$ cat config.mk
export PLATFORM = sky130hd
export DESIGN_NAME = debug_access_sequencer
export DESIGN_NICKNAME = d
export VERILOG_FILES = /design/src/rtl/debug_access_sequencer_pkg.sv /design/src/rtl/debug_access_sequencer_timeout.sv /design/src/rtl/debug_access_sequencer.sv
export SDC_FILE = /design/constraint.sdc
export NUM_CORES = 1
export LEC_CHECK = 0
export CAP_MARGIN = 20
export CORE_MARGIN = 4
export CORE_UTILIZATION = 40
export CTS_CLUSTER_SIZE = 14
export DETAILED_ROUTE_END_ITERATION = 12
export PLACE_DENSITY = 0.76
export SLEW_MARGIN = 20
export SYNTH_ARGS = -nofsm -noshare
export SYNTH_HDL_FRONTEND = slang
export SYNTH_HIERARCHICAL = 1
export SYNTH_SLANG_ARGS = --single-unit
$ cat constraint.sdc
create_clock -name clk -period 2 [get_ports clk]
set_clock_uncertainty 0.2 [all_clocks]
set_input_delay 0.4 -clock clk [delete_from_list [all_inputs] [get_ports clk]]
set_output_delay 0.4 -clock clk [all_outputs]
set_load 0.02 [all_outputs]
$ cat src/rtl/debug_access_sequencer_pkg.sv
// Shared types for the debug access sequencer and the debug/uP interconnect.
// Mode encodings, FSM states, host register offsets and STATUS bit positions.
package debug_pkg;

    typedef enum logic [2:0] {
        MODE_UP          = 3'b000,
        MODE_RD_EXT      = 3'b001,
        MODE_RD_INSTR    = 3'b010,
        MODE_WR_EXT      = 3'b011,
        MODE_WR_INSTR    = 3'b100,
        MODE_RD_PC       = 3'b101,
        MODE_RD_PC_NEXT  = 3'b110
    } dbg_mode_t;

    typedef enum logic [2:0] {
        ST_IDLE    = 3'd0,
        ST_ISSUE   = 3'd1,
        ST_WAIT    = 3'd2,
        ST_CAPTURE = 3'd3,
        ST_RELEASE = 3'd4
    } dbg_state_t;

    localparam logic [1:0] REG_CMD   = 2'd0;
    localparam logic [1:0] REG_ADDR  = 2'd1;
    localparam logic [1:0] REG_WDATA = 2'd2;
    localparam logic [1:0] REG_RDATA = 2'd3;

    localparam int STS_BUSY        = 0;
    localparam int STS_ERR_OP      = 1;
    localparam int STS_ERR_BUSY    = 2;
    localparam int STS_ERR_TIMEOUT = 3;
    localparam int STS_OP_LSB      = 4;

    function automatic logic op_valid(input logic [2:0] op);
        return (op != 3'b000) && (op != 3'b111);
    endfunction

    function automatic logic op_is_pc(input dbg_mode_t op);
        return (op == MODE_RD_PC) || (op == MODE_RD_PC_NEXT);
    endfunction

    function automatic logic op_is_read(input dbg_mode_t op);
        return (op == MODE_RD_EXT) || (op == MODE_RD_INSTR) || op_is_pc(op);
    endfunction

endpackage

$ cat src/rtl/debug_access_sequencer_timeout.sv
// WAIT-state watchdog for the debug access sequencer; built only with DBG_TIMEOUT_EN.
// expired_o fires on the LIMIT-th consecutive enabled cycle.
`ifdef DBG_TIMEOUT_EN
module dbg_timeout_counter #(
    parameter int LIMIT = 1024
) (
    input  logic clk,
    input  logic reset,
    input  logic clear_i,
    input  logic enable_i,
    output logic expired_o
);
    localparam int CW = $clog2(LIMIT + 1);

    logic [CW-1:0] cnt_q, cnt_d;

    always_comb begin
        cnt_d = cnt_q;
        if (clear_i)       cnt_d = '0;
        else if (enable_i) cnt_d = cnt_q + 1'b1;
    end

    always_ff @(posedge clk) begin
        if (reset) cnt_q <= '0;
        else       cnt_q <= cnt_d;
    end

    assign expired_o = enable_i && (cnt_q == CW'(LIMIT - 1));
endmodule
`endif

$ cat src/rtl/debug_access_sequencer.sv
// Avalon-MM debug host port that sequences one debug/uP interconnect access per CMD write.
// Optional WAIT timeout enabled by defining DBG_TIMEOUT_EN.
module debug_access_sequencer
    import debug_pkg::*;
#(
    parameter int DW             = 32,
    parameter int TIMEOUT_CYCLES = 1024
) (
    input  logic          clk,
    input  logic          reset,
    input  logic [1:0]    avs_address,
    input  logic          avs_read,
    input  logic          avs_write,
    input  logic [DW-1:0] avs_writedata,
    output logic [DW-1:0] avs_readdata,
    output dbg_mode_t     mode,
    output logic [DW-1:0] debugAddress,
    output logic [DW-1:0] DEBUGWrite,
    output logic          chipselect_debug,
    input  logic [DW-1:0] dataReadDebug,
    input  logic          doneExt,
    input  logic          doneInstr,
    output logic          busy
);
    dbg_state_t    state_q, state_d;
    dbg_mode_t     op_q, op_d;
    logic [DW-1:0] addr_q, addr_d, wdata_q, wdata_d, rdata_q, rdata_d;
    logic          err_op_q, err_op_d, err_busy_q, err_busy_d, err_to_q, err_to_d;
    logic          seq_busy, target_done, timed_out;
    logic [DW-1:0] status;

    assign seq_busy = (state_q != ST_IDLE);

    always_comb begin
        unique case (op_q)
            MODE_RD_EXT, MODE_WR_EXT:     target_done = doneExt;
            MODE_RD_INSTR, MODE_WR_INSTR: target_done = doneInstr;
            default:                      target_done = 1'b0;
        endcase
    end

`ifdef DBG_TIMEOUT_EN
    dbg_timeout_counter #(.LIMIT(TIMEOUT_CYCLES)) u_timeout (
        .clk       (clk),
        .reset     (reset),
        .clear_i   (state_q != ST_WAIT),
        .enable_i  (state_q == ST_WAIT),
        .expired_o (timed_out)
    );
`else
    assign timed_out = 1'b0;
`endif

    always_comb begin
        state_d    = state_q;
        op_d       = op_q;
        addr_d     = addr_q;
        wdata_d    = wdata_q;
        rdata_d    = rdata_q;
        err_op_d   = err_op_q;
        err_busy_d = err_busy_q;
        err_to_d   = err_to_q;

        // Host side: anything but an RDATA write is refused while a sequence runs.
        if (avs_write && avs_address != REG_RDATA) begin
            if (seq_busy) begin
                err_busy_d = 1'b1;
            end else if (avs_address == REG_CMD) begin
                if (op_valid(avs_writedata[2:0])) begin
                    op_d       = dbg_mode_t'(avs_writedata[2:0]);
                    err_op_d   = 1'b0;
                    err_busy_d = 1'b0;
                    err_to_d   = 1'b0;
                    state_d    = ST_ISSUE;
                end else begin
                    err_op_d = 1'b1;
                end
            end else if (avs_address == REG_ADDR) begin
                addr_d = avs_writedata;
            end else begin
                wdata_d = avs_writedata;
            end
        end

        unique case (state_q)
            ST_ISSUE:   state_d = (op_is_pc(op_q) || target_done) ? ST_CAPTURE : ST_WAIT;
            ST_WAIT: begin
                if (target_done) begin
                    state_d = ST_CAPTURE;
                end else if (timed_out) begin
                    err_to_d = 1'b1;
                    state_d  = ST_RELEASE;
                end
            end
            ST_CAPTURE: begin
                if (op_is_read(op_q)) rdata_d = dataReadDebug;
                state_d = ST_RELEASE;
            end
            ST_RELEASE: state_d = ST_IDLE;
            default:    ;
        endcase
    end

    always_ff @(posedge clk) begin
        if (reset) begin
            state_q    <= ST_IDLE;
            op_q       <= MODE_UP;
            addr_q     <= '0;
            wdata_q    <= '0;
            rdata_q    <= '0;
            err_op_q   <= 1'b0;
            err_busy_q <= 1'b0;
            err_to_q   <= 1'b0;
        end else begin
            state_q    <= state_d;
            op_q       <= op_d;
            addr_q     <= addr_d;
            wdata_q    <= wdata_d;
            rdata_q    <= rdata_d;
            err_op_q   <= err_op_d;
            err_busy_q <= err_busy_d;
            err_to_q   <= err_to_d;
        end
    end

    always_comb begin
        status                                 = '0;
        status[STS_BUSY]                       = seq_busy;
        status[STS_ERR_OP]                     = err_op_q;
        status[STS_ERR_BUSY]                   = err_busy_q;
        status[STS_ERR_TIMEOUT]                = err_to_q;
        status[STS_OP_LSB+2:STS_OP_LSB]        = op_q;
    end

    always_comb begin
        avs_readdata = '0;
        if (avs_read) begin
            unique case (avs_address)
                REG_CMD:   avs_readdata = status;
                REG_ADDR:  avs_readdata = addr_q;
                REG_WDATA: avs_readdata = wdata_q;
                default:   avs_readdata = rdata_q;
            endcase
        end
    end

    assign mode = (state_q == ST_ISSUE || state_q == ST_WAIT || state_q == ST_CAPTURE)
                  ? op_q : MODE_UP;
    assign chipselect_debug = (state_q == ST_ISSUE);
    assign busy             = seq_busy;
    assign debugAddress     = addr_q;
    assign DEBUGWrite       = wdata_q;
endmodule
==> results.ini, run 1 <==
[pwr]
intPower_mw=3.97
peakVddDrop_mv=0.563
clkPwrFrac_pct=28.8
combPwrFrac_pct=30.9
leakage_nw=3.14
p_sw_share_pct=30.8
p_total_mw=5.74
seq_power_share_pct=40.3
powerDensity_nw_per_um2=744
p_sw_mw=1.77

[floorplanning]
core_area_um2=11400
initial_core_util_pct=41.0
fp.dieH_um=116
rows=39
io_pins=173
dieArea_um2=13500
die_x_um=116

[synth]
syn_avg_cell_area_um2=7.93
ys_ff_latch=104
yosysSeqAreaShare_pct=44.5
syn_area_um2=4680
yosysWarnings=6
mappedNetlistNets=662
syn_inst=590
ys_types=31

[timing]
finalSetupViolCount=22
hold_slack_ns=0.157
relSlewSlack_pct=73.4
hold_violations=0
setup_ws_ns=-0.357
post-route-period-util_pct=118
max_freq_ghz=0.424
setup_tns_ns=-0.985
min_period_ns=2.36
worstMarginPinSlew_ns=0.399
rsz0062_at_grt=yes
slew_viol_final=0

[hold_path]
hp-class=in -> reg
hold_start=reset
hold_end=state_q[2]
holdPathStages=2

[finish]
nets=869
drive_above_1_share_pct=29.3
filler_cell_count=899
area_growth_syn_to_layout_pct=64.8
antenna_cells=0
final_core_util_pct=67.6

[grt]
grt_pass1_vias=5070
antenna_found_initial=0
grt_pass1_wl_mm=25.8
grt_util_all_layers_pct=24.2
grt_max_degree=56
gr-total-overflow=0

[setup_path]
start_kind=flop
critical_path_arrival_ns=1.76
worstPathRequired_ns=1.40
r2r-end=op_q[1]
r2r-start=state_q[1]
slowest_delay_ns=0.45
cp_cell_sequence=or3_4, mux4_2, and2_4, buf_6
crit_fanout=2
critPathKind=reg -> out
ff2ff_path_depth=5
r2r_slack_ns=0.02
cp_slowest_cell=mux4_2
endpoint_kind=primary output

[clock_tree]
hold_buffers=0
htree_levels=3
cts_sinks=104
clk_pin_slew_worst_paths_ns=0.07
clockBufferDepth=2
clk-insertion-delay-late_ns=0.33
numCtsBuffers=9
cts_root_buf=clkbuf_16
cts_tree=done

[status]
status=finished with violations
violations=negative setup slack

[place]
place.gp.congestion=0.886
port_buffers=172
dp_slack_ns=-0.585
post-dp-hpwl_mm=11.4

[detailed_routing]
drtPass1Iterations=6
vias_per_cell=5.36
vias=5063
ant_nets=0
first_iter_violations=439
drc=0
wire_per_inst_um=18.0
routed_wl_mm=17.1

[run]
maxCapViolCount=0

-- worst max path at each step --
stage | startpoint | end | slack [ns] | cells after the start
2_1_floorplan | state_q[2] | avs_readdata[0] | -0.1 | 4
3_3_place_gp | avs_address[1] | avs_readdata[9] | -0.54 | 6
3_5_place_dp | avs_address[0] | avs_readdata[12] | -0.58 | 6
4_1_cts | state_q[1] | avs_readdata[0] | -0.37 | 4
5_1_grt | state_q[1] | avs_readdata[0] | -0.41 | 4
6_report | state_q[1] | avs_readdata[0] | -0.36 | 4
-- cells by family (layout without fill, tap and decap cells) --
logic type	Yosys count	after routing	synth area share (%)
AND/OR/NAND/NOR	265	265	25.1
AO/OA/AOI/OAI	135	135	15.9
flip-flops	104	104	44.5
buffers and inverters	50	262	4.63
multiplexers	32	32	9.14
XOR/XNOR	4	4	0.749
-- layer usage --
metal | share of wire (%) | wire (um) | GRT usage (%) | vias up
met4 | 0.90 | 154 | 7.73 | 0
met3 | 8.0 | 1370 | 5.08 | 18
met5 | 0 | 0 | 0 | -
met2 | 49 | 8300 | 40.4 | 254
li1 | - | - | - | 2391
met1 | 42 | 7230 | 31.4 | 2400
-- cell usage after synthesis --
library cell / instances / area (um2)
clkbuf_1: 27 / 101
nor4b_2: 1 / 15.0
and4_1: 1 / 8.76
dfxtp_1: 104 / 2080
a22oi_1: 26 / 195
nand4_1: 2 / 12.5
nor3_1: 2 / 10.0
nand3b_1: 3 / 22.5
a21oi_1: 102 / 510
mux2_2: 26 / 293
o21ai_1: 1 / 5.00
a31oi_1: 1 / 6.26
and3_1: 1 / 6.26
o21ai_0: 5 / 25.0
nor2_1: 6 / 22.5
xnor2_1: 1 / 8.76
buf_1: 5 / 18.8
or3_1: 2 / 12.5
and4bb_2: 1 / 12.5
mux4_2: 6 / 135
buf_2: 17 / 85.1
xor2_1: 3 / 26.3
buf_6: 1 / 11.3
or3_4: 1 / 11.3
or4b_4: 1 / 13.8
nor2b_1: 30 / 188
nor3b_1: 3 / 22.5
nand3_1: 5 / 25.0
nand2_1: 198 / 743
and2_0: 1 / 6.26
and2_1: 7 / 43.8
-- what timing repair did --
item	CTS	global route
endpoints found under the hold margin	0	0
buffers inserted	1	9
pin swaps	7	8
endpoints found under the setup margin	46	51
resized for setup	213	75
gates cloned	4	2
-- final cells by class --
cell class                 count  area [um2]  area share (%)
clock buffer                  12         246            3.20
multi-input combinational    436        2650            34.3
clock inverter                 4        30.0           0.389
timing repair buffer         246        2520            32.7
sequential                   104        2090            27.1
tap                          143         179            2.32
-- worst max-delay path: cells and delay by family, from the launching register on --
family | cells | cell delay [ns]
flip-flops | 1 | 0.32
multiplexers | 1 | 0.45
AND/OR/NAND/NOR | 2 | 0.53
buffers and inverters | 1 | 0.12
-- through the flow --
stage	instances	cell area, um2
floorplan	590	4760
global placement	915	6970
detailed placement	915	6970
CTS	936	7360
global route	945	7710
finish	945	7710
-- registers in the layout, indices dropped and copies added, names as in the netlist --
| register | flops |
|---|---|
| rdata_q | 32 |
| DEBUGWrite | 32 |
| op_q | 3 |
| err_busy_q | 1 |
| err_op_q | 1 |
| state_q | 3 |
| debugAddress | 32 |
-- placed cells by master, fill, tap and decap left out, drive strengths merged, types with 3 or more instances in the layout --
| cell | count |
|---|---|
| a21oi | 102 |
| or3 | 3 |
| mux4 | 6 |
| buf | 110 |
| a22oi | 26 |
| mux2 | 26 |
| nand2 | 198 |
| nor3b | 3 |
| nand3 | 5 |
| clkbuf | 15 |
| xor2 | 3 |
| dfxtp | 104 |
| nand3b | 3 |
| clkinv | 3 |
| nor2b | 30 |
| nor2 | 6 |
| dlymetal6s2s | 15 |
| dlygate4sd2 | 6 |
| and2 | 8 |
| o21ai | 6 |
| clkdlybuf4s50 | 110 |
-- power by group through the flow --
| stage | clock network (mW) | logic (mW) | registers [mW] |
|---|---|---|---|
| floorplan | 0 | 0.721 | 2.46 |
| finish | 1.66 | 1.77 | 2.31 |
| global placement | 0 | 1.63 | 2.34 |
| detailed placement | 0 | 1.66 | 2.34 |
| global route | 1.76 | 1.90 | 2.33 |
| CTS | 1.68 | 1.70 | 2.30 |
Note: power is estimated with default switching activity, not from simulation.
==> run 2, diff against run 1 <==
SYNTH_HIERARCHICAL = default   (was 1)
==> results of run 2 <==
Same layout as run 1: the final DEF is identical, and so are final timing and power.
Among the figures that moved: Yosys warning count 6 -> 0
